$ cat config.mk
export PLATFORM = sky130hd
export DESIGN_NAME = jtag_vector_sequencer_flat
export DESIGN_NICKNAME = d
export VERILOG_FILES = /design/src/rtl/jtag_vector_sequencer_if.sv /design/src/rtl/jtag_vector_sequencer.sv /design/src/flat_wrapper.sv
export SDC_FILE = /design/constraint.sdc
export NUM_CORES = 1
export LEC_CHECK = 0
export CAP_MARGIN = 5
export CORE_UTILIZATION = 47
export CTS_CLUSTER_DIAMETER = 150
export DETAILED_ROUTE_END_ITERATION = 16
export GPL_ROUTABILITY_DRIVEN = 0
export PLACE_DENSITY = 0.76
export SETUP_SLACK_MARGIN = 0.02
export SYNTH_ARGS = -nofsm -noshare
export SYNTH_HDL_FRONTEND = slang
export SYNTH_SLANG_ARGS = --single-unit
$ cat constraint.sdc
create_clock -name clk -period 2.8 [get_ports clk]
set_clock_uncertainty 0.1 [all_clocks]
set_input_delay 0.56 -clock clk [delete_from_list [all_inputs] [get_ports clk]]
set_output_delay 0.56 -clock clk [all_outputs]
set_load 0.005 [all_outputs]
$ cat src/rtl/jtag_vector_sequencer_if.sv
// Vector/result RAM byte-port bundle between the JTAG sequencer (master) and the
// dual-port vector RAMs (slave).
interface jtag_vector_sequencer_if #(
    parameter int ADDR_W = 12
) ();
    logic [ADDR_W-1:0] vec_addr;
    logic [7:0]        vec_rd_data;
    logic [ADDR_W-1:0] res_addr;
    logic              res_we;
    logic [7:0]        res_wr_data;

    modport master (
        output vec_addr,
        output res_addr,
        output res_we,
        output res_wr_data,
        input  vec_rd_data
    );

    modport slave (
        input  vec_addr,
        input  res_addr,
        input  res_we,
        input  res_wr_data,
        output vec_rd_data
    );
endinterface

$ cat src/rtl/jtag_vector_sequencer.sv
// Plays stored JTAG vectors onto TCK/TMS/TDI and writes one TDO result byte per vector.
// Define JTAG_SEQ_ADC_TRIG_EN to add the delayed ADC trigger on bit7-tagged vectors.
module jtag_vector_sequencer #(
    parameter int ADDR_W = 12,
    parameter int HALF_W = 16
) (
    input  logic                    clk,
    input  logic                    reset_n,
    input  logic                    start,
    input  logic                    abort,
    input  logic [ADDR_W-1:0]       vec_last,
    input  logic [HALF_W-1:0]       tck_half,
    jtag_vector_sequencer_if.master ram,
    input  logic                    tdo,
    output logic                    tck,
    output logic                    tms,
    output logic                    tdi,
    output logic                    busy,
`ifdef JTAG_SEQ_ADC_TRIG_EN
    output logic                    done,
    input  logic [31:0]             adc_delay,
    output logic                    adc_trig
`else
    output logic                    done
`endif
);

    typedef enum logic [2:0] {IDLE, FETCH, LOAD, LOW, HIGH, DONE} state_t;

    localparam logic [HALF_W-1:0] HALF_ONE = HALF_W'(1);
    localparam logic [ADDR_W-1:0] ADDR_ONE = ADDR_W'(1);

    state_t            state, state_nxt;
    logic [ADDR_W-1:0] idx, idx_nxt;
    logic [ADDR_W-1:0] vec_addr_q, vec_addr_nxt;
    logic [ADDR_W-1:0] res_addr_q, res_addr_nxt;
    logic              res_we_q, res_we_nxt;
    logic              tck_nxt, tms_nxt, tdi_nxt, busy_nxt, done_nxt;
    logic [6:0]        vec_hi_q, vec_hi_nxt;
    logic              tdo_sample, tdo_sample_nxt;
    logic [ADDR_W-1:0] last_q, last_nxt;
    logic [HALF_W-1:0] half_q, half_nxt;
    logic [HALF_W-1:0] cnt, cnt_nxt;
    logic              abort_run;

    assign abort_run = abort && (state != IDLE);

    assign ram.vec_addr    = vec_addr_q;
    assign ram.res_addr    = res_addr_q;
    assign ram.res_we      = res_we_q;
    // Result byte is the vector's upper seven bits with the sampled TDO in bit0.
    assign ram.res_wr_data = {vec_hi_q, tdo_sample};

    always_ff @(posedge clk or negedge reset_n) begin
        if (!reset_n) begin
            state      <= IDLE;
            idx        <= '0;
            vec_addr_q <= '0;
            res_addr_q <= '0;
            res_we_q   <= 1'b0;
            tck        <= 1'b0;
            tms        <= 1'b1;
            tdi        <= 1'b0;
            busy       <= 1'b0;
            done       <= 1'b0;
            vec_hi_q   <= '0;
            tdo_sample <= 1'b0;
        end else begin
            state      <= state_nxt;
            idx        <= idx_nxt;
            vec_addr_q <= vec_addr_nxt;
            res_addr_q <= res_addr_nxt;
            res_we_q   <= res_we_nxt;
            tck        <= tck_nxt;
            tms        <= tms_nxt;
            tdi        <= tdi_nxt;
            busy       <= busy_nxt;
            done       <= done_nxt;
            vec_hi_q   <= vec_hi_nxt;
            tdo_sample <= tdo_sample_nxt;
        end
    end

    // Run length, half period and phase counter carry no control meaning outside a run.
    always_ff @(posedge clk) begin
        last_q <= last_nxt;
        half_q <= half_nxt;
        cnt    <= cnt_nxt;
    end

    always_comb begin
        state_nxt      = state;
        idx_nxt        = idx;
        vec_addr_nxt   = vec_addr_q;
        res_addr_nxt   = res_addr_q;
        res_we_nxt     = 1'b0;
        tck_nxt        = tck;
        tms_nxt        = tms;
        tdi_nxt        = tdi;
        busy_nxt       = busy;
        done_nxt       = 1'b0;
        vec_hi_nxt     = vec_hi_q;
        tdo_sample_nxt = tdo_sample;
        last_nxt       = last_q;
        half_nxt       = half_q;
        cnt_nxt        = cnt;

        case (state)
            IDLE: begin
                if (start && !abort) begin
                    last_nxt     = vec_last;
                    half_nxt     = (tck_half == '0) ? HALF_ONE : tck_half;
                    idx_nxt      = '0;
                    vec_addr_nxt = '0;
                    busy_nxt     = 1'b1;
                    tck_nxt      = 1'b0;
                    state_nxt    = FETCH;
                end
            end
            FETCH: begin
                state_nxt = LOAD;
            end
            LOAD: begin
                tms_nxt    = ram.vec_rd_data[0];
                tdi_nxt    = ram.vec_rd_data[1];
                vec_hi_nxt = ram.vec_rd_data[7:1];
                cnt_nxt    = half_q - HALF_ONE;
                state_nxt  = LOW;
            end
            LOW: begin
                if (cnt == '0) begin
                    tdo_sample_nxt = tdo;
                    tck_nxt        = 1'b1;
                    res_we_nxt     = 1'b1;
                    res_addr_nxt   = idx;
                    cnt_nxt        = half_q - HALF_ONE;
                    state_nxt      = HIGH;
                end else begin
                    cnt_nxt = cnt - HALF_ONE;
                end
            end
            HIGH: begin
                if (cnt == '0) begin
                    tck_nxt = 1'b0;
                    // Comparing before incrementing keeps idx from wrapping on a full-RAM run.
                    if (idx == last_q) begin
                        done_nxt  = 1'b1;
                        busy_nxt  = 1'b0;
                        state_nxt = DONE;
                    end else begin
                        idx_nxt      = idx + ADDR_ONE;
                        vec_addr_nxt = idx + ADDR_ONE;
                        state_nxt    = FETCH;
                    end
                end else begin
                    cnt_nxt = cnt - HALF_ONE;
                end
            end
            DONE: begin
                tck_nxt   = 1'b0;
                state_nxt = IDLE;
            end
            default: begin
                state_nxt = IDLE;
            end
        endcase

        // Cancel keeps TMS/TDI where they were so the target sees no spurious edge.
        if (abort_run) begin
            state_nxt  = IDLE;
            tck_nxt    = 1'b0;
            busy_nxt   = 1'b0;
            res_we_nxt = 1'b0;
            done_nxt   = 1'b0;
        end
    end

`ifdef JTAG_SEQ_ADC_TRIG_EN
    logic [31:0] adc_cnt;
    logic        adc_run;

    // A fresh bit7 vector restarts the delay; a pending expiry in the same cycle is dropped.
    always_ff @(posedge clk or negedge reset_n) begin
        if (!reset_n) begin
            adc_cnt  <= '0;
            adc_run  <= 1'b0;
            adc_trig <= 1'b0;
        end else begin
            adc_trig <= 1'b0;
            if (abort_run) begin
                adc_cnt <= '0;
                adc_run <= 1'b0;
            end else if (state == LOAD && ram.vec_rd_data[7]) begin
                if (adc_delay == 32'd0) begin
                    adc_trig <= 1'b1;
                    adc_run  <= 1'b0;
                end else begin
                    adc_cnt <= adc_delay - 32'd1;
                    adc_run <= 1'b1;
                end
            end else if (adc_run) begin
                if (adc_cnt == 32'd0) begin
                    adc_trig <= 1'b1;
                    adc_run  <= 1'b0;
                end else begin
                    adc_cnt <= adc_cnt - 32'd1;
                end
            end
        end
    end
`endif

endmodule
$ cat src/flat_wrapper.sv
// flat-port wrapper written by rule: the top's interface ports become plain ports
module jtag_vector_sequencer_flat 
#(
    parameter int ADDR_W = 12,
    parameter int HALF_W = 16
)
  (clk, reset_n, start, abort, vec_last, tck_half, tdo, tck, tms, tdi, busy, done, ram_vec_addr, ram_res_addr, ram_res_we, ram_res_wr_data, ram_vec_rd_data);
  jtag_vector_sequencer_if #(.ADDR_W(ADDR_W)) ram_i ();
  input  logic clk;
  input  logic reset_n;
  input  logic start;
  input  logic abort;
  input  logic [ADDR_W-1:0] vec_last;
  input  logic [HALF_W-1:0] tck_half;
  input  logic tdo;
  output logic tck;
  output logic tms;
  output logic tdi;
  output logic busy;
  output logic done;
  output wire logic [$bits(ram_i.vec_addr)-1:0] ram_vec_addr;
  output wire logic [$bits(ram_i.res_addr)-1:0] ram_res_addr;
  output wire logic [$bits(ram_i.res_we)-1:0] ram_res_we;
  output wire logic [$bits(ram_i.res_wr_data)-1:0] ram_res_wr_data;
  input wire logic [$bits(ram_i.vec_rd_data)-1:0] ram_vec_rd_data;
  assign ram_vec_addr = ram_i.vec_addr;
  assign ram_res_addr = ram_i.res_addr;
  assign ram_res_we = ram_i.res_we;
  assign ram_res_wr_data = ram_i.res_wr_data;
  assign ram_i.vec_rd_data = ram_vec_rd_data;
  jtag_vector_sequencer #(.ADDR_W(ADDR_W), .HALF_W(HALF_W)) u_core (.clk(clk), .reset_n(reset_n), .start(start), .abort(abort), .vec_last(vec_last), .tck_half(tck_half), .ram(ram_i), .tdo(tdo), .tck(tck), .tms(tms), .tdi(tdi), .busy(busy), .done(done));
endmodule
==> results.sh, run 1 <==
export IMPL_synth_seq_cells=84
export IMPL_end_kind="flip-flop"
export IMPL_drive_above_1_share=0.139
export IMPL_rows=34
export IMPL_wire_per_inst_um=16.0
export IMPL_power_density_nw_per_um2=500
export IMPL_cts_max_level=3
export IMPL_dieArea_um2=9360
export IMPL_synth_warnings=0
export IMPL_async_flop_share=0.476
export IMPL_dr_pass1_iters=5
export IMPL_syn_to_final_growth_pct=24.7
export IMPL_max_vdd_ir_drop_mv=0.359
export IMPL_netlist_area_um2=4220
export IMPL_root_buffer="clkbuf_8"
export IMPL_grt_pass1_vias=2936
export IMPL_vias_per_cell=5.58
export IMPL_cts_tree="done"
export IMPL_crit_path_max_fanout=4
export IMPL_tns_ns=0
export IMPL_drc=0
export IMPL_dp_cells=515
export IMPL_antenna_found_initial=0
export IMPL_utilization=0.603
export IMPL_core_area_um2=8720
export IMPL_postSynthCellCount=350
export IMPL_antenna_cells=0
export IMPL_synth_fp_nets=394
export IMPL_grt_max_degree=41
export IMPL_synthDistinctLibCells=50
export IMPL_start_util=0.484
export IMPL_synth_flop_cell="edfxtp_1"
export IMPL_drt_total_wl_um=8490
export IMPL_cts_resized=0
export IMPL_nets=462
export IMPL_required_ns=2.98
export IMPL_clk_latency_ns=0.36
export IMPL_post_cts_setup_buffers=0
export IMPL_period_minus_slack_ns=2.59
export IMPL_synth_edf_count=44
export IMPL_hold_path_class="in2async"
export IMPL_criticalPathCategory="reg2reg"
export IMPL_antenna_left=0
export IMPL_die_height_um=96.7
export IMPL_maxCapViolCount=0
export IMPL_vias=2965
export IMPL_hold_viol=0
export IMPL_dpl_cell_area_um2=5070
export IMPL_grt_util_all_layers=0.196
export IMPL_whs_ns=0.218
export IMPL_final_cells=531
export IMPL_fillers=720
export IMPL_critPathLaunchType="flip-flop"
export IMPL_fmaxAchievable_ghz=0.386
export IMPL_cts_buffers_inserted=9
export IMPL_drt_initial_drc_count=204
export IMPL_ios=79
export IMPL_grt_pass1_wl_um=14500
export IMPL_worst_pin_slew_ns=0.884
export IMPL_status="finished clean"
export IMPL_dp_hpwl_um=6210
export IMPL_cp_arrival_ns=2.77
export IMPL_cts_num_sinks=84
export IMPL_rsz0062_at_grt="false"
export IMPL_relSlewSlack=0.411
export IMPL_clockBufferDepth=2
export IMPL_holdBufCountCts=0
export IMPL_power_leakage_nw=2.00
export IMPL_grt_overflow=0
export IMPL_avgSynthCellArea_um2=12.1
export IMPL_die_w_um=96.7
export IMPL_maxSlewViolCount=0
export IMPL_setup_viol=0
export IMPL_numPortBuffers=78
export IMPL_finalCritPeriodShare=0.926
export IMPL_yosysSeqAreaShare=0.551
export IMPL_clk_pin_slew_ns=0.09
export IMPL_final_area_um2=5260
-- path summary, 6_finish.rpt --
check / startpoint / slack (ns) / endpoint / cells after the start
worst max-delay path: u_core.cnt[0] / 0.21 / u_core.idx[4] / 7
worst min register to register: u_core.vec_hi_q[6] / 0.41 / u_core.vec_hi_q[6] / 1
worst max register to register: u_core.cnt[0] / 0.21 / u_core.idx[4] / 7
max in group asynchronous: reset_n / 1.82 / u_core.idx[4] / 1
worst min-delay path: reset_n / 0.22 / u_core.vec_hi_q[0] / 1
min in group clk: u_core.vec_hi_q[6] / 0.41 / u_core.vec_hi_q[6] / 1
-- final cells by class --
class	instances	area, um2	area share
multi-input combinational	229	1720	0.327
sequential	84	2320	0.442
inverter	6	22.5	0.00428
tap	108	135	0.0257
timing repair buffer	88	863	0.164
clock inverter	7	72.6	0.0138
clock buffer	9	124	0.0235
-- Yosys cell counts, types with 4 or more instances --
cell,count,area share
xnor2_1,32,0.066
mux2_2,14,0.037
mux2_4,8,0.028
nor4_1,11,0.016
nand2_1,12,0.011
o21ai_0,15,0.018
clkbuf_1,22,0.020
edfxtp_1,44,0.31
or3_1,7,0.010
a21oi_1,14,0.017
xor2_1,8,0.017
o31ai_1,6,0.011
nor2b_1,4,0.0059
inv_1,6,0.0053
or4_1,8,0.014
mux2i_1,15,0.036
dfrtp_1,39,0.23
nand3_1,4,0.0047
nor3_1,11,0.013
nor2_1,16,0.014
nand4_1,9,0.013
-- cell usage in the layout, fill, tap and decap left out, drive strengths merged, types with 3 or more instances in the layout --
master | netlist | routed
xor2 | 8 | 8
nand3 | 4 | 4
inv | 6 | 10
o31ai | 6 | 6
nor2b | 4 | 4
dfrtp | 39 | 39
a31oi | 3 | 3
edfxtp | 44 | 44
nand2 | 13 | 13
xnor2 | 32 | 32
mux2i | 15 | 15
buf | 8 | 11
nand2b | 3 | 3
a21oi | 15 | 15
and4 | 3 | 3
clkbuf | 23 | 9
o21ai | 15 | 15
or4 | 9 | 9
clkdlybuf4s50 | 0 | 77
ha | 3 | 3
mux2 | 22 | 22
nand4 | 9 | 9
nor2 | 16 | 16
nor3 | 11 | 11
nor4 | 13 | 13
or3 | 7 | 7
-- stage by stage --
| stage | setup slack [ns] | power, mW |
|---|---|---|
| after global placement | 0.325 | 1.77 |
| after detailed placement | 0.240 | 1.78 |
| after CTS | 0.215 | 2.66 |
| after global routing | 0.0256 | 2.76 |
| after floorplan | 0.201 | 1.60 |
| final | 0.206 | 2.63 |
-- sequential cells by signal, summed over array words and instances (netlist names) --
register	flops
u_core.tms	1
u_core.half_q	16
u_core.ram.res_addr	12
u_core.ram.res_we	1
u_core.busy	1
u_core.idx	12
u_core.tck	1
u_core.state	3
u_core.done	1
u_core.cnt	16
u_core.last_q	12
u_core.vec_hi_q	7
u_core.tdo_sample	1
-- routing by layer --
layer	global-route usage	vias to the layer above	routed length [um]
met2	0.314	113	4230
met5	0	-	0
met4	0.0482	0	83
li1	-	1415	-
met3	0.0585	7	540
met1	0.261	1430	3640
-- worst max-delay path, stage by stage (launching register included) --
cell and delay, ns:
edfxtp_1 0.43, inv_1 0.08, ha_1 0.19, or4b_1 0.53, nor4_1 0.36, nand4_1 0.24
or4_1 0.45, a21oi_1 0.15
-- logic make-up (layout without fill, tap and decap cells) --
group / count (synthesis) / after routing / share of synthesized area
adder cells (fa/ha/maj): 3 / 3 / 0.00890
AND/OR/NAND/NOR: 105 / 105 / 0.151
flip-flops: 84 / 84 / 0.551
XOR/XNOR: 40 / 40 / 0.0830
buffers and inverters: 37 / 110 / 0.0412
multiplexers: 37 / 37 / 0.101
AO/OA/AOI/OAI: 44 / 44 / 0.0641
-- power by group --
| group | internal (mW) | switching [mW] |
|---|---|---|
| registers | 1.39 | 0.0523 |
| clock network | 0.419 | 0.455 |
| logic | 0.197 | 0.118 |
No activity file was read; power rests on OpenSTA's default activity.
==> inputs of run 2 (changes only) <==
--- a/config.mk
+++ b/config.mk
@@ -6,11 +6,10 @@
 export NUM_CORES = 1
 export LEC_CHECK = 0
 export CAP_MARGIN = 5
-export CORE_UTILIZATION = 47
+export CORE_UTILIZATION = 25
 export CTS_CLUSTER_DIAMETER = 150
 export DETAILED_ROUTE_END_ITERATION = 16
 export GPL_ROUTABILITY_DRIVEN = 0
-export PLACE_DENSITY = 0.76
 export SETUP_SLACK_MARGIN = 0.02
 export SYNTH_ARGS = -nofsm -noshare
 export SYNTH_HDL_FRONTEND = slang
==> run 2 against run 1 <==
Effect of this change:
- critical path depth is the same
- setup slack better by 0.00098 ns
- via count decreased by 2.0%
- largest power group unchanged
- final area rose by 4.5%
- sequential share of layout area is 1.9 points lower
- clock power grew 36%
- combinational power about the same
- die area is 86% higher
- largest cell class unchanged
- maximum frequency about the same
- non-clock buffer count decreased by 2
- critical path type unchanged
- total power up 12%
- clock-buffer cell count rose by 3
==> results.sh, run 2 (synthesized netlist as in run 1, its figures left out) <==
export IMPL_post_cts_setup_buffers=0
export IMPL_root_buffer="clkbuf_16"
export IMPL_numPortBuffers=78
export IMPL_cts_tree="done"
export IMPL_hold_viol=0
export IMPL_power_leakage_nw=2.04
export IMPL_layout_commonest_cell="clkdlybuf4s50_1"
export IMPL_grt_overflow=0
export IMPL_grt_util_all_layers=0.111
export IMPL_maxSlewViolCount=0
export IMPL_grt_max_degree=41
export IMPL_drive_above_1_share=0.131
export IMPL_cts_buffers_inserted=9
export IMPL_max_vdd_ir_drop_mv=0.278
export IMPL_reg2reg_depth=7
export IMPL_wl_met2_um=4040
export IMPL_die_w_um=132
export IMPL_cp_slowest_cell="or4b_1"
export IMPL_crit_path_max_fanout=5
export IMPL_grt_pass1_vias=2892
export IMPL_maxCapViolCount=0
export IMPL_path_cells="inv_1 -> ha_1 -> or4b_1 -> nor4_2 -> nand2_1 -> or4_1 -> a21oi_1"
export IMPL_reg2reg_to="u_core.idx[11]"
export IMPL_required_ns=2.96
export IMPL_cpPeakStageDelay_ns=0.54
export IMPL_die_height_um=132
export IMPL_finalCritPeriodShare=0.926
export IMPL_crit_buf_inv=1
export IMPL_tns_ns=0
export IMPL_layout_top_registers="u_core.cnt: 16 flops, u_core.half_q: 16 flops"
export IMPL_cts_resized=0
export IMPL_top_layer="met4"
export IMPL_cts_num_sinks=84
export IMPL_antenna_cells=0
export IMPL_dieArea_um2=17400
export IMPL_period_minus_slack_ns=2.59
export IMPL_relSlewSlack=0.399
export IMPL_reg2reg_slack_ns=0.21
export IMPL_met1_length_um=4430
export IMPL_clockBufferDepth=2
export IMPL_utilization=0.333
export IMPL_rows=47
export IMPL_holdBufCountCts=0
export IMPL_path_depth=7
export IMPL_layout_setup_ws_ns=0.207
export IMPL_worst_pin_slew_ns=0.902
export IMPL_power_density_nw_per_um2=537
export IMPL_antenna_found_initial=0
export IMPL_cp_arrival_ns=2.76
export IMPL_criticalPathCategory="reg2reg"
export IMPL_drt_total_wl_um=8970
export IMPL_status="finished clean"
export IMPL_cts_max_level=3
export IMPL_vias=2905
export IMPL_wire_per_inst_um=14.0
export IMPL_clk_latency_ns=0.34
export IMPL_timing_rr_start="u_core.cnt[0]"
export IMPL_nets=460
export IMPL_antenna_left=0
export IMPL_start_util=0.255
export IMPL_drc=0
export IMPL_drt_initial_drc_count=135
export IMPL_syn_to_final_growth_pct=30.4
export IMPL_core_area_um2=16500
export IMPL_dpl_cell_area_um2=5200
export IMPL_post_place_ws_ns=0.232
export IMPL_dp_hpwl_um=6680
export IMPL_dr_wl_met3_um=418
export IMPL_dr_pass1_iters=4
export IMPL_critPathLaunchType="flip-flop"
export IMPL_fillers=1656
export IMPL_mostFrequentLayoutCells="77 x clkdlybuf4s50_1, 44 x edfxtp_1, 39 x dfrtp_1"
export IMPL_grt_pass1_wl_um=15300
export IMPL_critPathTopFamily="simple AND/OR/NAND/NOR gates"
export IMPL_setup_viol=0
export IMPL_hold_path_class="in2async"
export IMPL_rsz0062_at_grt="false"
export IMPL_end_kind="flip-flop"
export IMPL_fmaxAchievable_ghz=0.386
export IMPL_clk_pin_slew_ns=0.07
export IMPL_vias_per_cell=4.53
export IMPL_final_area_um2=5500
export IMPL_ios=79
-- run 2: changes by cell type in the layout (fill, tap and decap cells not counted) --
| cell | before | now |
|---|---|---|
| buf_12 | 1 | 2 |
| clkbuf_1 | 0 | 2 |
| clkbuf_8 | 9 | 1 |
| buf_4 | 9 | 6 |
| clkinv_2 | 2 | 1 |
| clkbuf_16 | 0 | 9 |
| inv_6 | 3 | 0 |
| clkinv_4 | 0 | 1 |
-- run 2: report_power, final --
group / total, mW / internal [mW] / switching, mW
Combinational: 0.315 / 0.197 / 0.118
Sequential: 1.44 / 1.39 / 0.0530
Clock: 1.19 / 0.717 / 0.478
-- run 2: per-stage QoR --
step                      instances  power [mW]  hold slack (ns)
after detailed placement        625        1.79            0.397
after CTS                       641        2.99            0.268
after global routing            641        3.08            0.324
after global placement          625        1.78            0.388
after floorplan                 350        1.60            0.164
final                           641        2.95            0.250
-- run 2: worst reg2reg max path, delay by kind of cell (launching register included) --
| kind | cells | cell delay (ns) |
|---|---|---|
| buffers and inverters | 1 | 0.08 |
| adders and majority gates | 1 | 0.20 |
| and+or+nand+nor | 4 | 1.56 |
| DFF | 1 | 0.42 |
| AOI/OAI and AO/OA | 1 | 0.16 |
-- run 2: layer usage --
metal	global-route usage	vias up
met5	0	-
met4	0.0388	0
met3	0.0300	7
met2	0.170	74
met1	0.150	1399
li1	-	1425
-- run 2: how the worst max path moves through the flow --
stage                  start  slack, ns                to
5_1_grt        u_core.cnt[0]       0.05     u_core.idx[4]
2_1_floorplan          abort       0.20  u_core.half_q[0]
4_1_cts        u_core.cnt[0]       0.19    u_core.idx[11]
3_5_place_dp   u_core.cnt[0]       0.23    u_core.idx[11]
3_3_place_gp   u_core.cnt[0]       0.29    u_core.idx[11]
6_report       u_core.cnt[0]       0.21    u_core.idx[11]
-- run 2: final cells by class --
cell class	instances	area [um2]	area share
clock inverters	4	50.0	0.00910
multi-input cells	229	1720	0.313
flip-flops and latches	84	2320	0.422
clock buffers	12	246	0.0448
repair buffers	86	861	0.157
inverters	6	22.5	0.00409
well taps	220	275	0.0500
